## src/rtl/uart_loader_pkg.sv

```systemverilog
// Shared types and constants for the UART boot/debug loader.
package uart_loader_pkg;

  typedef enum logic [2:0] {
    ST_IDLE,
    ST_CMD,
    ST_ADDR,
    ST_DATA,
    ST_BUS,
    ST_RESP
  } loader_state_e;

  typedef enum logic [1:0] {
    RX_IDLE,
    RX_START,
    RX_DATA,
    RX_STOP
  } rx_state_e;

  localparam logic [7:0] LOADER_SYNC = 8'hA5;
  localparam logic [7:0] CMD_WRITE   = 8'h01;
  localparam logic [7:0] CMD_READ    = 8'h02;
  localparam logic [7:0] RESP_OK     = 8'h5A;
  localparam logic [7:0] RESP_ERR    = 8'hEE;

endpackage

```

## src/rtl/uart_loader_phy.sv

```systemverilog
// UART byte PHY: rx synchronizer + deserializer with glitch and framing checks,
// and a start/8N/stop serializer. Both directions use byte strobes.
module uart_loader_phy
  import uart_loader_pkg::*;
#(
  parameter int CLKS_PER_BIT = 868
) (
  input  logic       clk,
  input  logic       rst_n,
  input  logic       rx_i,
  output logic       tx_o,
  output logic [7:0] rx_byte_o,
  output logic       rx_valid_o,
  output logic       rx_frame_err_o,
  input  logic [7:0] tx_byte_i,
  input  logic       tx_start_i,
  output logic       tx_busy_o,
  output logic       tx_done_o
);

  localparam int CW = $clog2(CLKS_PER_BIT);
  localparam logic [CW-1:0] CNT_FULL = CW'(CLKS_PER_BIT - 1);
  localparam logic [CW-1:0] CNT_HALF = CW'(CLKS_PER_BIT / 2 - 1);

  logic [1:0]    rx_sync_q;
  logic          rx_prev_q;
  rx_state_e     rx_state_q;
  logic [CW-1:0] rx_cnt_q;
  logic [2:0]    rx_bit_q;
  logic [7:0]    rx_shift_q;
  logic          rx_valid_q;
  logic          rx_err_q;
  logic          rx_s;

  assign rx_s           = rx_sync_q[1];
  assign rx_byte_o      = rx_shift_q;
  assign rx_valid_o     = rx_valid_q;
  assign rx_frame_err_o = rx_err_q;

  always_ff @(posedge clk or negedge rst_n) begin
    if (!rst_n) begin
      // NOTE: synchronizer and edge history reset to the idle level so that
      // leaving reset can never look like a falling start edge.
      rx_sync_q  <= 2'b11;
      rx_prev_q  <= 1'b1;
      rx_state_q <= RX_IDLE;
      rx_cnt_q   <= '0;
      rx_bit_q   <= '0;
      rx_shift_q <= '0;
      rx_valid_q <= 1'b0;
      rx_err_q   <= 1'b0;
    end else begin
      // NOTE: non-blocking everywhere in clocked logic; the strobe defaults
      // below are overridden later in the same block without ordering races.
      rx_sync_q  <= {rx_sync_q[0], rx_i};
      rx_prev_q  <= rx_s;
      rx_valid_q <= 1'b0;
      rx_err_q   <= 1'b0;
      case (rx_state_q)
        RX_IDLE: begin
          if (rx_prev_q && !rx_s) begin
            rx_state_q <= RX_START;
            rx_cnt_q   <= '0;
          end
        end
        RX_START: begin
          if (rx_cnt_q == CNT_HALF) begin
            rx_cnt_q   <= '0;
            rx_bit_q   <= '0;
            rx_state_q <= rx_s ? RX_IDLE : RX_DATA;
          end else begin
            rx_cnt_q <= rx_cnt_q + CW'(1);
          end
        end
        RX_DATA: begin
          if (rx_cnt_q == CNT_FULL) begin
            rx_cnt_q   <= '0;
            rx_shift_q <= {rx_s, rx_shift_q[7:1]};
            if (rx_bit_q == 3'd7) rx_state_q <= RX_STOP;
            else                  rx_bit_q   <= rx_bit_q + 3'd1;
          end else begin
            rx_cnt_q <= rx_cnt_q + CW'(1);
          end
        end
        RX_STOP: begin
          if (rx_cnt_q == CNT_FULL) begin
            rx_cnt_q   <= '0;
            rx_state_q <= RX_IDLE;
            if (rx_s) rx_valid_q <= 1'b1;
            else      rx_err_q   <= 1'b1;
          end else begin
            rx_cnt_q <= rx_cnt_q + CW'(1);
          end
        end
        default: rx_state_q <= RX_IDLE;
      endcase
    end
  end

  logic          tx_q;
  logic          tx_busy_q;
  logic          tx_done_q;
  logic [8:0]    tx_frame_q;
  logic [CW-1:0] tx_cnt_q;
  logic [3:0]    tx_bit_q;

  assign tx_o      = tx_q;
  assign tx_busy_o = tx_busy_q;
  assign tx_done_o = tx_done_q;

  // tx_bit_q: 0 = start bit, 1..8 = data, 9 = stop; tx_frame_q holds what is still to go.
  always_ff @(posedge clk or negedge rst_n) begin
    if (!rst_n) begin
      tx_q       <= 1'b1;
      tx_busy_q  <= 1'b0;
      tx_done_q  <= 1'b0;
      tx_frame_q <= '1;
      tx_cnt_q   <= '0;
      tx_bit_q   <= '0;
    end else begin
      tx_done_q <= 1'b0;
      if (!tx_busy_q) begin
        if (tx_start_i) begin
          tx_busy_q  <= 1'b1;
          tx_frame_q <= {1'b1, tx_byte_i};
          tx_q       <= 1'b0;
          tx_cnt_q   <= '0;
          tx_bit_q   <= '0;
        end
      end else if (tx_cnt_q == CNT_FULL) begin
        tx_cnt_q <= '0;
        if (tx_bit_q == 4'd9) begin
          tx_busy_q <= 1'b0;
          tx_done_q <= 1'b1;
          tx_q      <= 1'b1;
        end else begin
          tx_q       <= tx_frame_q[0];
          tx_frame_q <= {1'b1, tx_frame_q[8:1]};
          tx_bit_q   <= tx_bit_q + 4'd1;
        end
      end else begin
        tx_cnt_q <= tx_cnt_q + CW'(1);
      end
    end
  end

endmodule

```

## src/rtl/uart_loader.sv

```systemverilog
// UART command loader: parses A5/cmd/addr/data frames from the host and
// masters one valid/ready memory transfer per frame, then replies over UART.
module uart_loader
  import uart_loader_pkg::*;
#(
  parameter int CLKS_PER_BIT = 868,
  parameter int TIMEOUT      = 1024
) (
  input  logic        clk,
  input  logic        rst,
  input  logic        uart_rx,
  output logic        uart_tx,
  output logic        memory_valid,
  output logic        memory_instr,
  output logic [31:0] memory_addr,
  output logic [31:0] memory_wdata,
  output logic [3:0]  memory_wstrb,
  input  logic [31:0] memory_rdata,
  input  logic        memory_ready,
  output logic        busy
);

  localparam int TW = $clog2(TIMEOUT + 1);

  logic [7:0] rx_byte;
  logic       rx_valid;
  logic       rx_err;
  logic       tx_busy;
  logic       tx_done;

  loader_state_e state_q;
  logic          is_write_q;
  logic [1:0]    byte_cnt_q;
  logic [31:0]   addr_q;
  logic [31:0]   wdata_q;
  logic          valid_q;
  logic [3:0]    wstrb_q;
  logic          busy_q;
  logic [TW-1:0] tmo_q;
  logic [31:0]   resp_q;
  logic [1:0]    resp_left_q;
  logic          sent_q;
  logic          tx_start_q;

  uart_loader_phy #(
    .CLKS_PER_BIT(CLKS_PER_BIT)
  ) u_phy (
    .clk           (clk),
    .rst_n         (rst),
    .rx_i          (uart_rx),
    .tx_o          (uart_tx),
    .rx_byte_o     (rx_byte),
    .rx_valid_o    (rx_valid),
    .rx_frame_err_o(rx_err),
    .tx_byte_i     (resp_q[7:0]),
    .tx_start_i    (tx_start_q),
    .tx_busy_o     (tx_busy),
    .tx_done_o     (tx_done)
  );

  assign memory_valid = valid_q;
  assign memory_instr = 1'b0;
  assign memory_addr  = addr_q;
  assign memory_wdata = wdata_q;
  assign memory_wstrb = wstrb_q;
  assign busy         = busy_q;

  always_ff @(posedge clk or negedge rst) begin
    if (!rst) begin
      state_q     <= ST_IDLE;
      is_write_q  <= 1'b0;
      byte_cnt_q  <= '0;
      addr_q      <= '0;
      wdata_q     <= '0;
      valid_q     <= 1'b0;
      wstrb_q     <= '0;
      busy_q      <= 1'b0;
      tmo_q       <= '0;
      resp_q      <= '0;
      resp_left_q <= '0;
      sent_q      <= 1'b0;
      tx_start_q  <= 1'b0;
    end else begin
      tx_start_q <= 1'b0;
      case (state_q)
        ST_IDLE: begin
          if (rx_valid && rx_byte == LOADER_SYNC) begin
            state_q <= ST_CMD;
            busy_q  <= 1'b1;
          end
        end
        ST_CMD: begin
          if (rx_err) begin
            state_q <= ST_IDLE;
            busy_q  <= 1'b0;
          end else if (rx_valid) begin
            if (rx_byte == CMD_WRITE || rx_byte == CMD_READ) begin
              is_write_q <= (rx_byte == CMD_WRITE);
              byte_cnt_q <= '0;
              state_q    <= ST_ADDR;
            end else begin
              resp_q      <= {24'h0, RESP_ERR};
              resp_left_q <= '0;
              sent_q      <= 1'b0;
              state_q     <= ST_RESP;
            end
          end
        end
        ST_ADDR: begin
          if (rx_err) begin
            state_q <= ST_IDLE;
            busy_q  <= 1'b0;
          end else if (rx_valid) begin
            addr_q     <= {rx_byte, addr_q[31:8]};
            byte_cnt_q <= byte_cnt_q + 2'd1;
            if (byte_cnt_q == 2'd3) begin
              if (is_write_q) begin
                state_q <= ST_DATA;
              end else begin
                valid_q <= 1'b1;
                wstrb_q <= 4'b0000;
                tmo_q   <= '0;
                state_q <= ST_BUS;
              end
            end
          end
        end
        ST_DATA: begin
          if (rx_err) begin
            state_q <= ST_IDLE;
            busy_q  <= 1'b0;
          end else if (rx_valid) begin
            wdata_q    <= {rx_byte, wdata_q[31:8]};
            byte_cnt_q <= byte_cnt_q + 2'd1;
            if (byte_cnt_q == 2'd3) begin
              valid_q <= 1'b1;
              wstrb_q <= 4'b1111;
              tmo_q   <= '0;
              state_q <= ST_BUS;
            end
          end
        end
        ST_BUS: begin
          // valid_q is high for the whole of BUS, so ready alone marks the handshake.
          if (memory_ready) begin
            valid_q     <= 1'b0;
            wstrb_q     <= '0;
            resp_q      <= is_write_q ? {24'h0, RESP_OK} : memory_rdata;
            resp_left_q <= is_write_q ? 2'd0 : 2'd3;
            sent_q      <= 1'b0;
            state_q     <= ST_RESP;
          end else if (tmo_q == TW'(TIMEOUT - 1)) begin
            valid_q     <= 1'b0;
            wstrb_q     <= '0;
            resp_q      <= {24'h0, RESP_ERR};
            resp_left_q <= '0;
            sent_q      <= 1'b0;
            state_q     <= ST_RESP;
          end else begin
            tmo_q <= tmo_q + TW'(1);
          end
        end
        ST_RESP: begin
          if (!sent_q && !tx_busy) begin
            tx_start_q <= 1'b1;
            sent_q     <= 1'b1;
          end else if (tx_done) begin
            if (resp_left_q == 2'd0) begin
              state_q <= ST_IDLE;
              busy_q  <= 1'b0;
            end else begin
              resp_q      <= {8'h0, resp_q[31:8]};
              resp_left_q <= resp_left_q - 2'd1;
              sent_q      <= 1'b0;
            end
          end
        end
        default: begin
          state_q <= ST_IDLE;
          busy_q  <= 1'b0;
        end
      endcase
    end
  end

endmodule
```

## config.mk

```make
export PLATFORM = sky130hd
export DESIGN_NAME = uart_loader
export DESIGN_NICKNAME = d
export VERILOG_FILES = /design/src/rtl/uart_loader_pkg.sv /design/src/rtl/uart_loader_phy.sv /design/src/rtl/uart_loader.sv
export SDC_FILE = /design/constraint.sdc
export NUM_CORES = 1
export LEC_CHECK = 0
export BUFFER_PORTS_ARGS = -buffer_cell sky130_fd_sc_hd__buf_2
export CAP_MARGIN = 20
export CORE_ASPECT_RATIO = 1.5
export CORE_UTILIZATION = 50
export CTS_CLUSTER_SIZE = 24
export DETAILED_ROUTE_END_ITERATION = 8
export PLACE_DENSITY_LB_ADDON = 0.12
export SYNTH_ARGS = -nofsm -noshare
export SYNTH_HDL_FRONTEND = slang
export SYNTH_SLANG_ARGS = --single-unit
```

## constraint.sdc

```tcl
create_clock -name clk -period 2.35 [get_ports clk]
set_input_delay 0.47 -clock clk [delete_from_list [all_inputs] [get_ports clk]]
set_output_delay 0.47 -clock clk [all_outputs]
set_load 0.05 [all_outputs]
```

==> results by group, run 1 <==
Run status
  • Status: completed

GRT
  • Via count of the first global-routing pass: 5920
  • Largest net degree at the start of global routing: 56
  • Number of antenna violations at the first check in global routing: 0
  • All-Layer GR Usage: 22.08%
  • Wire length of the first global-routing pass: between 20000 and 30000 um
  • Remaining Overflow, GRT: 0

Power
  • Cell Int Power: 4572 uW
  • Maximum vdd ir drop: about 440 uV
  • Power Density: roughly 650 nW/um2
  • Power share of the sequential group: between 50 and 60%
  • Leakage power: 0.004623 uW
  • Overall Power: 6113 uW
  • Clock share of power: 44.0%
  • Sw Share: 25.21%
  • Net switching power figure: 1541 uW
  • Combinational power share: around 4.9%

Logic synthesis
  • Flip-flop and latch count after synthesis: 173
  • Total nets after synthesis: 721
  • Leading register cell type out of synthesis: dfrtp_1
  • Sequential element share of the synthesized area: 54.70%
  • Most common library cells after synthesis: 161 x dfrtp_1, 89 x mux2_2, 59 x o21ai_0, 46 x nand2_1, 37 x nor2_1
  • Post-synthesis average cell area: 11.76 um2
  • Synth area leader: dfrtp_1
  • Syn. warnings: 0
  • Synth Instances: 675
  • Number of distinct library cells after synthesis: 79
  • Top cells by area, synth: dfrtp_1 51%, mux2_2 13%, dfstp_2 4.0%
  • Async set-or-reset flop fraction in the synthesized netlist: 100.0%
  • Synthesized area: 7941 um2
  • Most instantiated library cell after synthesis: dfrtp_1
  • Fraction of synthesized cell area taken by the top area cell type: about half
  • Count of flip-flops with a built-in enable after synthesis: 0

Route
  • Initial DRT Pass Iterations: 4
  • Vias: approximately 5800
  • Routed WL: 17560 um
  • Total DRC errors in the routed layout: 0
  • DRT antenna net count: 0
  • Wire per inst: 17.49 um
  • Violation count after the first detailed-route iteration: 260
  • Vias per cell: approximately 5.7

Floorplanning
  • Number of rows created at floorplan: 56
  • Area of the core region: 15550 um2
  • Die X: 104.9 um
  • Starting utilization of the core area: 51.05%
  • Number of ports placed on the die boundary: 108
  • Die height: 156.4 um
  • Die area: 16400 um2

Finish
  • Final instance area: 9349 um2
  • Post-route insts no fill: about 1000
  • Share of final-layout standard cells stronger than drive strength 1: 35.83%
  • Number of fillers in the final layout: 1284
  • Total inserted antenna cells: 0
  • Layout area overhead: 17.72%
  • Number of nets in the layout: ~830

STA
  • Setup TNS Final: 0 ns
  • Setup repair after global routing missed its margin: no
  • Headroom to the max-slew limit: 50.37%
  • Number of endpoints with negative hold slack in the final report: 0
  • Achievable clock frequency: 456.3 MHz
  • Actual transition at the worst max-transition pin: 0.7400 ns
  • Max-slew violation count: 0
  • Shortest clock period the worst path allows after layout: 2.191 ns
  • Largest clock skew in the final design: 0.01541 ns
  • Share of the cycle needed by the critical path after routing: 93.25%
  • Number of failing setup endpoints in the final timing report: 0
  • Final worst hold slack: 0.004515 ns

Job
  • Max-cap viol count: 0

Setup path
  • CP Launch Type: flop
  • Type of the worst setup path: reg -> reg
  • Required time of the critical path: 2.66 ns
  • CP max FO: 8
  • Nature of the critical path endpoint: flop
  • Data arrival at the endpoint of the critical path: around 2.5 ns

Placement
  • Number of placed instances, taps included: 972
  • Post-Place Cell Area: 8763 um2
  • DPL Wire Length: 12780 um
  • Count of input and output buffers: 106
  • Final GP Congestion: 0.8605

CTS
  • Count of buffers added by post-CTS timing repair for setup: 0
  • CTS H-tree depth: 4
  • Root buffer selected by CTS: clkbuf_16
  • CTS hold repair buffers: 0
  • Count of clock tree sinks: 173
  • Clock buffer count from CTS: 17
  • Clock latency reported for the late side of the worst-skew pair: 0.42 ns
  • CTS tree: built
  • Bufs on Longest Clock Path: 2
  • Clk pin slew, worst setup/hold paths: 0.07 ns

Hold path
  • Hold crit path type: in -> async
==> metal layers <==
| metal | global-route usage, % | wire, um | vias up |
|---|---|---|---|
| met1 | 23.61 | 6744 | 2936 |
| met4 | 8.786 | 348 | 0 |
| li1 | - | - | 2696 |
| met5 | 0 | 0 | - |
| met2 | 42.98 | 10110 | 100 |
| met3 | 3.374 | 360 | 26 |
==> power groups by stage <==
stage | clock (uW) | combinational, uW | sequential, uW
after floorplan | 0 | 163 | 3150
after global placement | 0 | 290 | 3170
after detailed placement | 0 | 305 | 3180
after CTS | 2770 | 306 | 3120
after global routing | 2890 | 349 | 3130
final | 2690 | 300 | 3120
==> critical path, stage by stage (launching register included) <==
cell and delay (ns):
dfrtp_1 0.41, inv_1 0.09, ha_1 0.13, or4b_1 0.50
o31ai_2 0.31, o21a_1 0.32, o21ai_0 0.14, a21o_1 0.18
==> placed cells by master, fill, tap and decap left out, drive strengths merged, types with 15 or more instances in the layout <==
cell type	instances
nor2	39
a22o	28
dfrtp	161
nand2	48
a31oi	15
mux2	90
o21ai	61
inv	21
clkbuf	18
a21oi	15
buf	128
==> area by class of cell <==
type	instances	area (um2)	area share (%)
clock buffer	18	429.2	4.590
multi-input combinational	453	3351	35.84
sequential	173	4344	46.47
tap	203	254.0	2.717
clock inverter	14	150.1	1.606
timing repair buffer	128	764.5	8.177
inverter	15	56.30	0.6022
==> timing repair <==
item,in CTS,in global routing
hold endpoints to repair,0,0
endpoints found under the setup margin,0,9
resized for setup,0,1
==> path summary, 6_finish.rpt <==
kind | startpoint | endpoint | slack, ns | cells past startpoint
setup / recovery | u_phy.rx_cnt_q[1] | u_phy.rx_cnt_q[8] | 0.16 | 7
hold / removal | rst | u_phy.tx_cnt_q[7] | 0.005 | 1
setup reg to reg | u_phy.rx_cnt_q[1] | u_phy.rx_cnt_q[8] | 0.16 | 7
hold reg to reg | u_phy.rx_sync_q[0] | u_phy.rx_sync_q[1] | 0.36 | 0
max in group asynchronous | rst | u_phy.tx_frame_q[6] | 1.66 | 2
min in group clk | uart_rx | u_phy.rx_sync_q[0] | 0.14 | 1
==> registers in the layout, indices dropped and copies added (netlist names), 2 cells and up, named ones only <==
register / cells
memory_addr: 32
memory_wdata: 32
resp_q: 32
tmo_q: 11
u_phy.rx_cnt_q: 10
u_phy.tx_cnt_q: 10
u_phy.rx_byte_o: 8
u_phy.tx_frame_q: 8
u_phy.tx_bit_q: 4
state_q: 3
u_phy.rx_bit_q: 3
byte_cnt_q: 2
resp_left_q: 2
u_phy.rx_sync_q: 2
==> per-stage QoR <==
step / utilization, % / worst slack [ns]
2_1_floorplan: - / 0.3289
3_3_place_gp: 56.34 / 0.2246
3_5_place_dp: 56.34 / 0.1205
4_1_cts: 60.06 / 0.1118
5_1_grt: 60.10 / 0.02248
6_report: 60.10 / 0.1585
==> cell families (layout without fill, tap and decap cells) <==
logic type,after synthesis,in the layout,synth area share (%)
DFF,173,173,54.70
adders and majority gates,10,10,1.576
muxes,95,95,13.39
buffers and inverters,49,175,3.214
AOI/OAI and AO/OA,170,170,14.32
and+or+nand+nor,171,171,12.08
xor gates and xnor gates,6,6,0.6619
other,1,1,0.04722
No activity file was read; power rests on OpenSTA's default activity.
==> run 2: changes to the inputs <==
- PLACE_DENSITY: unset -> 0.72
- PLACE_DENSITY_LB_ADDON: 0.12 -> unset
==> run 2 against run 1 <==
Compared with the run above: global-route usage is 0.078 points higher; critical path depth stayed put; via count is 0.57% higher; count of clock-buffer cells in the layout is 3 higher; sequential power hardly changed; design area is 0.46% lower; clock skew is 0.0048 ns lower; sequential share of layout area is 0.21 points higher.
==> results by group, run 2 (synthesis results as in run 1) <==
Floorplanning
  • Number of ports placed on the die boundary: 108 (unchanged)
  • Area of the core region: 15550 um2 (unchanged)
  • Number of rows created at floorplan: 56 (unchanged)
  • Die height: 156.4 um (unchanged)
  • Die X: 104.9 um (unchanged)
  • Starting utilization of the core area: 51.05% (unchanged)
  • Die area: 16400 um2 (unchanged)

Route
  • Initial DRT Pass Iterations: 5 (+1)
  • Vias: 5791 (+0.57%)
  • Wire per inst: 17.18 um (-1.8%)
  • Total DRC errors in the routed layout: 0 (unchanged)
  • Vias per cell: 5.756 (+0.37%)
  • Violation count after the first detailed-route iteration: 251 (-3.5%)
  • Routed WL: 17280 um (-1.6%)
  • DRT antenna net count: 0 (unchanged)

GRT
  • Via count of the first global-routing pass: 6018 (+1.7%)
  • Largest net degree at the start of global routing: 61 (+8.9%)
  • Remaining Overflow, GRT: 0 (unchanged)
  • Number of antenna violations at the first check in global routing: 1 (+1)
  • Wire length of the first global-routing pass: 28700 um (-0.31%)
  • All-Layer GR Usage: 22.16% (+0.078 points)

Setup path
  • FF-to-FF setup slack: 0.14 ns (-0.02 ns)
  • CP Launch Type: flop
  • Type of the worst setup path: reg -> reg
  • CP max FO: 20 (+12)
  • Nature of the critical path endpoint: flop
  • Required time of the critical path: 2.65 ns (about the same)
  • Data arrival at the endpoint of the critical path: 2.51 ns (about the same)

Placement
  • Number of placed instances, taps included: 973 (+0.10%)
  • Final GP Congestion: 0.8647 (+0.49%)
  • DPL Wire Length: 12480 um (-2.4%)
  • Count of input and output buffers: 106 (unchanged)

Power
  • Maximum vdd ir drop: 429.5 uV (-2.9%)
  • Power Density: 652.7 nW/um2 (-0.17%)
  • Leakage power: 0.004608 uW (-0.33%)

STA
  • Setup TNS Final: 0 ns (unchanged)
  • Actual transition at the worst max-transition pin: 0.6861 ns (-0.05395 ns)
  • Number of failing setup endpoints in the final timing report: 0 (unchanged)
  • Setup repair after global routing missed its margin: no
  • Number of endpoints with negative hold slack in the final report: 0 (unchanged)
  • Headroom to the max-slew limit: 54.26% (+3.9 points)
  • Max-slew violation count: 0 (unchanged)
  • Achievable clock frequency: 452.4 MHz (-0.87%)
  • Shortest clock period the worst path allows after layout: 2.211 ns (+0.01913 ns)
  • Final worst hold slack: 0.02603 ns (+0.02152 ns)
  • Largest clock skew in the final design: 0.01059 ns (-0.004819 ns)
  • Share of the cycle needed by the critical path after routing: 94.07% (+0.81 points)

Finish
  • Commonest non-fill, non-tap cell in the layout: dfrtp_1
  • Top library cells by usage in the layout, fill and taps aside: 161 x dfrtp_1, 105 x buf_2, 89 x mux2_2
  • Layout area overhead: 17.19%
  • Number of fillers in the final layout: 1300 (+1.2%)
  • Post-route insts no fill: 1006 (+0.20%)
  • Number of nets in the layout: 835 (+0.12%)
  • Final core utilization: 59.83% (-0.27 points)
  • Share of final-layout standard cells stronger than drive strength 1: 35.91% (+0.080 points)

Hold path
  • Hold crit path type: in -> async

CTS
  • Clock latency reported for the late side of the worst-skew pair: 0.43 ns (about the same)
  • Root buffer selected by CTS: clkbuf_16
  • Clock buffer count from CTS: 17 (unchanged)
  • Count of clock tree sinks: 173 (unchanged)
  • CTS H-tree depth: 4 (unchanged)
  • CTS hold repair buffers: 0 (unchanged)
  • Clk pin slew, worst setup/hold paths: 0.06 ns (about the same)
  • Bufs on Longest Clock Path: 2 (unchanged)
  • CTS tree: built

Run status
  • Status: completed

Job
  • Max-cap viol count: 0 (unchanged)
## run 2: cell types whose count changed in the layout (fill, tap and decap cells not counted), moves of 2 or more
cell and delta:
buf_12 -3, buf_4 +4, clkbuf_8 +2, clkinv_8 -2
## run 2: worst paths after layout
| kind | end | from | depth (start not counted) |
|---|---|---|---|
| setup reg to reg | resp_left_q[0] | tmo_q[0] | 7 |
| min in group clk | u_phy.rx_sync_q[0] | uart_rx | 1 |
| hold / removal | u_phy.tx_cnt_q[1] | rst | 1 |
| setup / recovery | resp_left_q[0] | tmo_q[0] | 7 |
| max in group asynchronous | u_phy.tx_frame_q[5] | rst | 2 |
| hold reg to reg | u_phy.rx_sync_q[1] | u_phy.rx_sync_q[0] | 0 |
## run 2: worst max-delay path, stage by stage, from the launching register on
cell and delay, ns:
dfrtp_1 0.42, ha_1 0.26, nand4_4 0.15, nor3_4 0.26, o221ai_2 0.22, nor2_1 0.24
buf_12 0.20, mux2_2 0.35
## run 2: layer usage
| layer | part of all wire [%] | GRT usage (%) | up-vias | routed length, um |
|---|---|---|---|---|
| li1 | - | - | 2711 | - |
| met1 | 38 | 23.93 | 2916 | 6502 |
| met2 | 56 | 40.71 | 126 | 9623 |
| met3 | 3.3 | 4.290 | 38 | 562 |
| met4 | 3.4 | 11.94 | 0 | 592 |
| met5 | 0 | 0 | - | 0 |
## run 2: power by group
part | switching, uW | internal (uW)
registers | 92.8 | 3040
clock network | 1200 | 1440
logic | 184 | 120
total | 1480 | 4600
## run 2: metrics by stage
step | area [um2] | power [uW] | setup WS [ns]
detailed placement | 8733 | 3477 | 0.1472
CTS | 9296 | 6122 | 0.09476
global placement | 8733 | 3453 | 0.2389
global route | 9306 | 6306 | 0.01362
floorplan | 7941 | 3313 | 0.3289
finish | 9306 | 6075 | 0.1394
## run 2: final cells by class
cell class                 instances  area, um2  share of cell area (%)
sequential                       173       4344                   46.68
multi-input combinational        453       3352                   36.02
timing repair buffer             129      734.5                   7.892
clock buffer                      21      460.4                   4.948
tap                              203      254.0                   2.729
clock inverter                    11      102.6                   1.102
inverter                          15      56.30                  0.6050
antenna                            1      2.502                 0.02689
## run 2: repair_timing
item                                    4_1_cts  5_1_grt
endpoints found under the setup margin        0       11
gates resized for setup                       0        2
buffers inserted                              0        0
==> run 3: changes to the inputs <==
- CELL_PAD_IN_SITES_DETAIL_PLACEMENT: unset -> 0
- CELL_PAD_IN_SITES_GLOBAL_PLACEMENT: unset -> 1
- CORE_UTILIZATION: 50 -> 46
- PLACE_DENSITY: 0.72 -> 0.81
- TNS_END_PERCENT: unset -> 20
==> run 3 against run 2 <==
Compared with the run above: final cell count grew 0.99%; critical path depth is the same; routed wire length shrank 0.90%; sequential share of layout area shrank 0.64 points; count of clock-buffer cells in the layout shrank 4; non-clock buffer count grew 3; clock skew shrank 0.0010 ns; worst setup slack lost 0.0091 ns; fmax shrank 0.41%; via count shrank 0.92%; highest routed layer unchanged.
==> results by group, run 3 (synthesis results as in run 1) <==
GRT
  • Remaining Overflow, GRT: 0 (unchanged)
  • Met3 Usage GRT: 4.282% (-0.0082 points)
  • Via count of the first global-routing pass: 5843 (-2.9%)
  • All-Layer GR Usage: 20.51% (-1.6 points)
  • Largest net degree at the start of global routing: 60 (-1.6%)
  • Grt met1 use: 23.48% (-0.45 points)
  • Layer with the highest usage after global routing: met2
  • Number of antenna violations at the first check in global routing: 1 (unchanged)
  • Met2 usage in global routing: 35.73% (-5.0 points)
  • Wire length of the first global-routing pass: 28390 um (-1.1%)

Placement
  • Count of input and output buffers: 106 (unchanged)
  • DPL Wire Length: 12320 um (-1.2%)
  • Post-Place Cell Area: 8795 um2 (+0.70%)
  • Final GP Congestion: 0.8513 (-1.5%)

Route
  • Vias per cell: 5.648 (-1.9%)
  • DRT antenna net count: 0 (unchanged)
  • Wire per inst: 16.86 um (-1.9%)
  • Routed WL: 17130 um (-0.90%)
  • Violation count after the first detailed-route iteration: 359 (+43%)
  • Initial DRT Pass Iterations: 4 (-1)
  • Total DRC errors in the routed layout: 0 (unchanged)
  • Vias: 5738 (-0.92%)

Setup path
  • R2r worst-path depth: 7 (unchanged)
  • Data arrival at the endpoint of the critical path: 2.53 ns (+0.02 ns)
  • Critical path's slowest cell: dfrtp_1
  • Critical path's top delay family: simple AND/OR/NAND/NOR gates
  • Buffers plus inverters on the worst setup path: 1 (unchanged)
  • Reg2reg end: resp_q[19]
  • Type of the worst setup path: reg -> reg
  • Start of the worst register-to-register path: tmo_q[1]
  • Required time of the critical path: 2.66 ns (about the same)
  • CP max FO: 20 (unchanged)
  • Series of cell instances along the critical path: ha_1 > nand4_4 > nor3_4 > o221ai_2 > nor2_2 > buf_12 > mux2_2
  • Biggest cell delay along the critical path: 0.42 ns (about the same)
  • Nature of the critical path endpoint: flop
  • FF-to-FF setup slack: 0.13 ns (about the same)
  • CP Launch Type: flop

Hold path
  • Hold crit path type: in -> async

Floorplanning
  • Number of ports placed on the die boundary: 108 (unchanged)
  • Die height: 162.9 um (+4.2%)
  • Starting utilization of the core area: 47.17% (-3.9 points)
  • Area of the core region: 16840 um2 (+8.2%)
  • Number of rows created at floorplan: 58 (+3.6%)
  • Die X: 109.3 um (+4.2%)
  • Die area: 17800 um2 (+8.6%)

Power
  • Power Density: 666.9 nW/um2 (+2.2%)
  • Overall Power: 6292 uW (+3.6%)
  • Leakage power: 0.004674 uW (+1.4%)
  • Maximum vdd ir drop: 526.2 uV (+23%)

STA
  • Shortest clock period the worst path allows after layout: 2.220 ns (+0.009066 ns)
  • Largest clock skew in the final design: 0.009580 ns (-0.001013 ns)
  • Number of endpoints with negative hold slack in the final report: 0 (unchanged)
  • Final worst hold slack: 0.03882 ns (+0.01278 ns)
  • Headroom to the max-slew limit: 54.56% (+0.29 points)
  • Max-slew violation count: 0 (unchanged)
  • Setup TNS Final: 0 ns (unchanged)
  • Actual transition at the worst max-transition pin: 0.6817 ns (-0.004411 ns)
  • Achievable clock frequency: 450.5 MHz (-0.41%)
  • Share of the cycle needed by the critical path after routing: 94.45% (+0.39 points)
  • Number of failing setup endpoints in the final timing report: 0 (unchanged)

CTS
  • Clk pin slew, worst setup/hold paths: 0.07 ns (about the same)
  • CTS H-tree depth: 4 (unchanged)
  • Clock latency reported for the late side of the worst-skew pair: 0.43 ns (about the same)
  • Bufs on Longest Clock Path: 2 (unchanged)
  • CTS tree: built
  • Clock buffer count from CTS: 17 (unchanged)
  • Root buffer selected by CTS: clkbuf_16
  • CTS hold repair buffers: 0 (unchanged)
  • Count of clock tree sinks: 173 (unchanged)

Finish
  • Layout area overhead: 18.81%
  • Number of nets in the layout: 838 (+0.36%)
  • Sequential standard cell area: 4344 um2 (unchanged)
  • Final instance area: 9435 um2 (+1.4%)
  • Top library cells by usage in the layout, fill and taps aside: 161 x dfrtp_1, 105 x buf_2, 89 x mux2_2
  • Share of final-layout standard cells stronger than drive strength 1: 36.52% (+0.61 points)
  • Final core utilization: 56.04% (-3.8 points)
  • Number of fillers in the final layout: 1427 (+9.8%)
  • Area of the multi-input gates: 3351 um2 (about the same)
  • Commonest non-fill, non-tap cell in the layout: dfrtp_1

Run status
  • Status: completed

Job
  • Max-cap viol count: 0 (unchanged)
run 3: changes by cell type in the layout (fill, tap and decap cells not counted), moves of 2 or more:
cell and change:
clkinvlp_4 -2, buf_12 +3, clkbuf_1 -2, clkbuf_8 -2, clkinv_8 +4
run 3: worst max-delay path by stage:
stage	to	cells past startpoint	slack [ns]	from
final	resp_q[19]	7	0.13	tmo_q[1]
after global routing	resp_q[9]	7	-0.001	tmo_q[1]
after CTS	resp_left_q[0]	7	0.04	tmo_q[0]
after detailed placement	resp_q[19]	7	0.08	tmo_q[0]
after global placement	resp_q[9]	7	0.15	tmo_q[0]
after floorplan	resp_q[28]	8	0.33	tmo_q[0]
run 3: what timing repair did:
action,in CTS,in global routing
endpoints found under the setup margin,0,29
buffers inserted,0,1
resized for setup,0,4
run 3: through the flow:
| stage | instances | worst slack (ns) |
|---|---|---|
| after floorplan | 675 | 0.3289 |
| after global placement | 982 | 0.1464 |
| after detailed placement | 982 | 0.07646 |
| after CTS | 1014 | 0.03741 |
| after global routing | 1016 | -0.001477 |
| final | 1016 | 0.1303 |
run 3: layout make-up:
cell class                      instances  area share (%)
Antenna cell                            1         0.02652
Multi-Input combinational cell        453           35.51
Clock buffer                           17           4.509
Sequential cell                       173           46.04
Tap cell                              210           2.785
Timing Repair Buffer                  132           8.421
Inverter                               15          0.5967
Clock inverter                         15           2.108
run 3: report_power, final:
part,switching [uW],internal (uW)
sequential,86.6,3030
clock,1330,1540
combinational,172,123
total,1590,4700
run 3: metal layers:
metal  part of all wire [%]  wire length (um)
met4                    3.9               660
met2                     53              9067
met5                      0                 0
met1                     41              6937
met3                    2.7               460
run 3: worst reg2reg max path, stage by stage, from the launching register on:
cell and delay (ns):
dfrtp_1 0.42, ha_1 0.26, nand4_4 0.15, nor3_4 0.30, o221ai_2 0.25, nor2_2 0.19, buf_12 0.18, mux2_2 0.36
